--- config.mk ---
export PLATFORM = sky130hd
export DESIGN_NAME = serial_adder_flat
export DESIGN_NICKNAME = d
export VERILOG_FILES = /design/src/rtl/serial_adder_if.sv /design/src/rtl/serial_adder.sv /design/src/flat_wrapper.sv
export SDC_FILE = /design/constraint.sdc
export NUM_CORES = 1
export LEC_CHECK = 0
export CAP_MARGIN = 20
export CORE_MARGIN = 10
export CORE_UTILIZATION = 57
export CTS_BUF_LIST = sky130_fd_sc_hd__clkbuf_8
export DETAILED_ROUTE_END_ITERATION = 8
export PLACE_DENSITY = 0.93
export SETUP_SLACK_MARGIN = 0.05
export SLEW_MARGIN = 20
export SYNTH_ARGS = -nofsm -noshare
export SYNTH_HDL_FRONTEND = slang
export SYNTH_SLANG_ARGS = --single-unit
export TNS_END_PERCENT = 30
--- constraint.sdc ---
create_clock -name clk -period 2.3 [get_ports clk]
set_input_delay 0.46 -clock clk [delete_from_list [all_inputs] [get_ports clk]]
set_output_delay 0.46 -clock clk [all_outputs]
set_load 0.005 [all_outputs]
--- src/rtl/serial_adder_if.sv ---
// Operand/result bundle for serial_adder; master drives the request, slave returns the result.
// Carries the ovf result bit only when SERIAL_ADDER_OVF_EN is defined.
interface serial_adder_if #(
  parameter int WIDTH = 8
);
  logic             start;
  logic [WIDTH-1:0] a;
  logic [WIDTH-1:0] b;
  logic             cin;
  logic             sub;
  logic             busy;
  logic             done;
  logic [WIDTH-1:0] sum;
  logic             cout;
`ifdef SERIAL_ADDER_OVF_EN
  logic             ovf;

  modport master (output start, a, b, cin, sub, input busy, done, sum, cout, ovf);
  modport slave  (input start, a, b, cin, sub, output busy, done, sum, cout, ovf);
`else
  modport master (output start, a, b, cin, sub, input busy, done, sum, cout);
  modport slave  (input start, a, b, cin, sub, output busy, done, sum, cout);
`endif
endinterface

--- src/rtl/serial_adder.sv ---
// Multi-cycle add/sub, BITS_PER_CYCLE bits per clock LSB first; SERIAL_ADDER_OVF_EN adds signed ovf.
// done pulses WIDTH/BITS_PER_CYCLE+1 cycles after start is accepted; start is ignored unless IDLE.
module serial_adder #(
  parameter int WIDTH          = 8,
  parameter int BITS_PER_CYCLE = 1
) (
  input  logic          clk,
  input  logic          rst,
  serial_adder_if.slave io_bus
);
  localparam int NSLICE = WIDTH / BITS_PER_CYCLE;
  localparam int CNT_W  = (NSLICE > 1) ? $clog2(NSLICE) : 1;
  localparam logic [CNT_W-1:0] LAST_CNT = CNT_W'(NSLICE - 1);

  typedef enum logic [1:0] {S_IDLE, S_RUN, S_DONE} state_t;

  state_t                r_state;
  state_t                w_state_nxt;
  logic [WIDTH-1:0]      r_opa;
  logic [WIDTH-1:0]      r_opb;
  logic [WIDTH-1:0]      r_res;
  logic [WIDTH-1:0]      r_sum;
  logic                  r_carry;
  logic                  r_cout;
  logic [CNT_W-1:0]      r_cnt;
  logic [BITS_PER_CYCLE:0] w_slice;
  logic [WIDTH-1:0]      w_res_nxt;
  logic                  w_last;
  logic                  w_busy;
  logic                  w_done;

  assign w_slice = {1'b0, r_opa[BITS_PER_CYCLE-1:0]}
                 + {1'b0, r_opb[BITS_PER_CYCLE-1:0]}
                 + {{BITS_PER_CYCLE{1'b0}}, r_carry};
  assign w_last  = (r_cnt == LAST_CNT);

  // Result fills from the MSB end so the first (LSB) slice lands at bit 0 after the last shift.
  generate
    if (WIDTH == BITS_PER_CYCLE) begin : g_single
      assign w_res_nxt = w_slice[BITS_PER_CYCLE-1:0];
    end else begin : g_multi
      assign w_res_nxt = {w_slice[BITS_PER_CYCLE-1:0], r_res[WIDTH-1:BITS_PER_CYCLE]};
    end
  endgenerate

  always_ff @(posedge clk or posedge rst) begin
    if (rst) r_state <= S_IDLE;
    else     r_state <= w_state_nxt;
  end

  always_comb begin
    w_state_nxt = r_state;
    w_busy      = 1'b0;
    w_done      = 1'b0;
    case (r_state)
      S_IDLE: if (io_bus.start) w_state_nxt = S_RUN;
      S_RUN: begin
        w_busy = 1'b1;
        if (w_last) w_state_nxt = S_DONE;
      end
      S_DONE: begin
        w_done      = 1'b1;
        w_state_nxt = S_IDLE;
      end
      default: w_state_nxt = S_IDLE;
    endcase
  end

  always_ff @(posedge clk or posedge rst) begin
    if (rst) begin
      r_opa   <= '0;
      r_opb   <= '0;
      r_res   <= '0;
      r_sum   <= '0;
      r_carry <= 1'b0;
      r_cout  <= 1'b0;
      r_cnt   <= '0;
    end else if (r_state == S_IDLE) begin
      if (io_bus.start) begin
        // Subtract as a + ~b + ~cin: invert b and fold sub into the initial carry.
        r_opa   <= io_bus.a;
        r_opb   <= io_bus.sub ? ~io_bus.b : io_bus.b;
        r_carry <= io_bus.cin ^ io_bus.sub;
        r_cnt   <= '0;
      end
    end else if (r_state == S_RUN) begin
      r_opa   <= r_opa >> BITS_PER_CYCLE;
      r_opb   <= r_opb >> BITS_PER_CYCLE;
      r_res   <= w_res_nxt;
      r_carry <= w_slice[BITS_PER_CYCLE];
      r_cnt   <= r_cnt + 1'b1;
      if (w_last) begin
        r_sum  <= w_res_nxt;
        r_cout <= w_slice[BITS_PER_CYCLE];
      end
    end
  end

`ifdef SERIAL_ADDER_OVF_EN
  logic r_ovf;
  logic w_ovf;

  // Carry into the MSB is recovered from the MSB sum bit: c_in = s ^ a ^ b.
  assign w_ovf = w_slice[BITS_PER_CYCLE] ^ w_slice[BITS_PER_CYCLE-1]
               ^ r_opa[BITS_PER_CYCLE-1] ^ r_opb[BITS_PER_CYCLE-1];

  always_ff @(posedge clk or posedge rst) begin
    if (rst)                            r_ovf <= 1'b0;
    else if (r_state == S_RUN && w_last) r_ovf <= w_ovf;
  end

  assign io_bus.ovf = r_ovf;
`endif

  assign io_bus.busy = w_busy;
  assign io_bus.done = w_done;
  assign io_bus.sum  = r_sum;
  assign io_bus.cout = r_cout;
endmodule
--- src/flat_wrapper.sv ---
// flat-port wrapper written by rule: the top's interface ports become plain ports
module serial_adder_flat 
#(
  parameter int WIDTH          = 8,
  parameter int BITS_PER_CYCLE = 1
)
  (clk, rst, io_bus_start, io_bus_a, io_bus_b, io_bus_cin, io_bus_sub, io_bus_busy, io_bus_done, io_bus_sum, io_bus_cout);
  serial_adder_if #(.WIDTH(WIDTH)) io_bus_i ();
  input  logic clk;
  input  logic rst;
  input wire logic [$bits(io_bus_i.start)-1:0] io_bus_start;
  input wire logic [$bits(io_bus_i.a)-1:0] io_bus_a;
  input wire logic [$bits(io_bus_i.b)-1:0] io_bus_b;
  input wire logic [$bits(io_bus_i.cin)-1:0] io_bus_cin;
  input wire logic [$bits(io_bus_i.sub)-1:0] io_bus_sub;
  output wire logic [$bits(io_bus_i.busy)-1:0] io_bus_busy;
  output wire logic [$bits(io_bus_i.done)-1:0] io_bus_done;
  output wire logic [$bits(io_bus_i.sum)-1:0] io_bus_sum;
  output wire logic [$bits(io_bus_i.cout)-1:0] io_bus_cout;
  assign io_bus_i.start = io_bus_start;
  assign io_bus_i.a = io_bus_a;
  assign io_bus_i.b = io_bus_b;
  assign io_bus_i.cin = io_bus_cin;
  assign io_bus_i.sub = io_bus_sub;
  assign io_bus_busy = io_bus_i.busy;
  assign io_bus_done = io_bus_i.done;
  assign io_bus_sum = io_bus_i.sum;
  assign io_bus_cout = io_bus_i.cout;
  serial_adder #(.WIDTH(WIDTH), .BITS_PER_CYCLE(BITS_PER_CYCLE)) u_core (.clk(clk), .rst(rst), .io_bus(io_bus_i));
endmodule
==> Implementation_results.wiki <==
{| class="wikitable"
! Metric !! Value
|-
| Post-route antenna net violation count || 0
|-
| Vias in the first global route || roughly 1.3k
|-
| Post-Synthesis Net Count || between 150 and 200
|-
| Share of synthesized flip-flops with an asynchronous set or reset || 1.00
|-
| HPWL after detailed placement || about 2.5 mm
|-
| Post-route minimum period || 2020 ps
|-
| Pwr/cell area || 1180 nW/µm²
|-
| Max Transition Viols Final || 0
|-
| Max-slew headroom at the worst pin || 0.695
|-
| Critical path class || register to primary output
|-
| Count of final hold-check violations || 0
|-
| Pre-CTS worst setup slack || roughly 380 ps
|-
| Library cell contributing the largest single delay on the critical path || clkdlybuf4s50_1
|-
| Total congestion overflow || 0
|-
| Clock tree root buffer cell || clkbuf_8
|-
| Post-route worst hold slack || around 480 ps
|-
| Switching share of power || 0.310
|-
| Commonest non-fill, non-tap cells in the layout || dfrtp_1, clkdlybuf4s50_1, nand2_1
|-
| Crit path launch type || register
|-
| Count of pins on the block boundary || 32
|-
| Standard-cell rows || 19
|-
| Data arrival time of the critical path || between 1500 and 2000 ps
|-
| Crit path from || u_core.r_state[0]
|-
| Setup slack of the worst register-to-register path || ~800 ps
|-
| Global router's overall resource usage || 0.137
|-
| Max Cap Viol || 0
|-
| Reg2Reg Capture Point || u_core.r_carry
|-
| Max stage delay on crit path || between 500 and 600 ps
|-
| H-tree lvl count || 2
|-
| Mean number of vias per cell || 5.86
|-
| Relative area change from synthesis to final layout || 24.5%
|-
| Clock Path Buffers || 2
|-
| Core Region || roughly 2800 µm²
|-
| Count of flip-flops with a built-in enable after synthesis || 0
|-
| Share of power burned in the clock network || 0.173
|-
| Share of power burned in combinational logic || 0.377
|-
| Post-Syn Instances || approximately 140
|-
| CP Data Required Time || roughly 1800 ps
|-
| Transition time of the tightest slew-check pin || 457 ps
|-
| Routing usage on met1 || 0.166
|-
| Most common library cell in the layout ignoring fill and taps || dfrtp_1
|-
| Psw || roughly 0.8 mW
|-
| Number of design rule violations left after detail routing || 0
|-
| Crit path cell chain || buf_4, nor2b_1, clkdlybuf4s50_1
|-
| RSZ-0062 raised after global routing || false
|-
| CTS Sinks || 38
|-
| Final net count || slightly below 200
|-
| Post-synthesis instance area || around 1700 µm²
|-
| Worst setup slack after layout || 282 ps
|-
| Worst setup path end || io_bus_done
|-
| Die Outline Area || between 5000 and 6000 µm²
|-
| Max rail drop VDD || 0.000882 V
|-
| Wire length of the first global-routing pass || ~6.0 mm
|-
| Initial antenna violation count || 0
|-
| Clock transition time at the flip-flop clock pins of the worst setup and hold paths || roughly 60 ps
|-
| Detailed Route Iter0 Violations || approximately 150
|-
| Quantity of I/O buffers inserted on ports || 31
|-
| Number of clock buffers inserted by TritonCTS || 5
|-
| Post-cts hold buffer count || 0
|-
| Nature of the critical path endpoint || primary output
|-
| Initial core utilization || 0.609
|-
| Sum of negative setup slack || 0 ps
|-
| Fraction of power consumed by sequential logic || 0.449
|-
| Portion of the post-synthesis area used by sequential elements || 0.557
|-
| Internal cell power || between 1.5 and 2 mW
|-
| Power after layout || roughly 2.5 mW
|-
| Post-synth cell types || 26
|-
| Cells resized by post-CTS repair || 0
|-
| Synth top area share || 0.557
|-
| Fraction of final layout cells sized beyond drive strength 1 || 0.185
|-
| Number of cells on the worst reg-to-reg path || 4
|-
| Setup violation total in the final timing report || 0
|-
| Antenna cell count || 0
|-
| Hold path startpoint || u_core.r_state[0]
|-
| Ratio of final minimum period to clock period || 0.877
|-
| Clock latency reported for the late side of the worst-skew pair || roughly 280 ps
|-
| Average footprint of a synthesized cell || ~12 µm²
|-
| Cell taking the most area after synthesis || dfrtp_1
|-
| Total leakage power || between 0.9 and 1 nW
|-
| Min-Delay Path Class || register to register
|-
| Maximum clock skew at final layout || roughly 1.4 ps
|-
| Post-CTS setup buffer count || 0
|-
| Sum of routed wire length over all layers || about 3.5 mm
|-
| First drt pass iteration count || 4
|-
| Met2 layer usage reported by global route || 0.215
|-
| Gp weighted congestion || 0.788
|-
| TritonCTS clock tree || yes
|-
| Die outline height || roughly 75 µm
|-
| Total number of vias || between 1k and 1.5k
|-
| Routed wirelength normalized by instance count || approximately 17 µm
|-
| Die W || between 70 and 80 µm
|-
| Most used flip-flop cell after synthesis || dfrtp_1
|-
| Number of storage elements in the synthesis netlist || 38
|-
| Filler Cell Count || about 200
|-
| GR peak layer || met2
|-
| Fmax achieved || between 400 and 500 MHz
|-
| Worst r2r src || u_core.r_state[0]
|-
| Highest net fanout along the worst path || 20
|-
| Result of the run || finished, final reports clean
|-
| Met3 track demand over resource || 0.0683
|-
| Ys Warns || 0
|-
| Biggest area contributors in the synthesized netlist || dfrtp_1, mux2_2, nand2_1
|-
| Maximum number of pins on one net before global-route repair || 39
|}
==> synthesized netlist by cell type, types with 2 or more instances <==
| cell | number |
|---|---|
| ha_1 | 2 |
| and2b_1 | 2 |
| dfrtp_1 | 38 |
| nor2b_1 | 4 |
| o21ai_0 | 8 |
| o221ai_1 | 6 |
| a221o_1 | 2 |
| a22oi_1 | 7 |
| buf_2 | 4 |
| a22o_1 | 2 |
| buf_6 | 2 |
| nand2_1 | 19 |
| clkbuf_1 | 2 |
| a21oi_1 | 3 |
| nor2_1 | 2 |
| mux2_2 | 17 |
| inv_1 | 3 |
| xnor2_1 | 8 |
==> worst min path at each step <==
| stage | endpoint | slack [ps] | depth (start not counted) |
|---|---|---|---|
| final | u_core.r_state[0] | 480 | 1 |
| after global routing | u_core.r_opa[2] | 510 | 2 |
| after CTS | u_core.r_state[0] | 490 | 1 |
| after detailed placement | u_core.r_opb[5] | 480 | 2 |
| after global placement | u_core.r_state[0] | 450 | 1 |
| after floorplan | u_core.r_opa[2] | 450 | 2 |
==> flip-flops by register name, indices dropped and copies added, names as in the netlist <==
register            cells
u_core.r_res            7
u_core.r_opb            8
u_core.r_opa            8
u_core.io_bus.cout      1
u_core.r_carry          1
u_core.r_state          2
u_core.r_cnt            3
u_core.io_bus.sum       8
==> through the flow <==
step	instance area (µm²)	util	instances
finish	2130	0.758	204
global route	2130	0.758	204
CTS	2130	0.758	204
detailed placement	2040	0.729	198
global placement	2040	0.729	198
floorplan	1710	-	139
==> cell type report <==
cell class	count	area, µm²	share of cell area
multi-input cells	89	688	0.324
flip-flops and latches	38	951	0.447
repair buffers	37	355	0.167
inverters	3	11.3	0.00529
clock buffers	6	82.6	0.0388
well taps	31	38.8	0.0182
==> power groups by stage <==
stage	logic [mW]	registers, mW	clock network, mW
4_1_cts	0.962	1.13	0.448
6_report	0.946	1.13	0.434
3_3_place_gp	0.906	1.11	0
5_1_grt	1.05	1.17	0.475
3_5_place_dp	0.950	1.14	0
2_1_floorplan	0.622	1.10	0
==> layer usage <==
layer | up-vias | share of wire
li1 | 556 | -
met1 | 583 | 0.41
met2 | 53 | 0.47
met3 | 4 | 0.11
met4 | 0 | 0.0092
met5 | - | 0
==> cell families (layout without fill, tap and decap cells) <==
logic type | after synthesis | in the layout | synth area share
buf+inv | 12 | 46 | 0.0403
mux | 17 | 17 | 0.112
simple gates | 29 | 29 | 0.0813
fa+ha+maj | 3 | 3 | 0.0264
flops | 38 | 38 | 0.557
compound gates | 31 | 31 | 0.137
xor+xnor | 9 | 9 | 0.0462
==> worst max-delay path: cells and delay by family (launching register included) <==
family        cells  cell delay (ps)
flops             1              390
buf+inv           2              740
simple gates      1              150
Power figures use the tool's default switching activity.
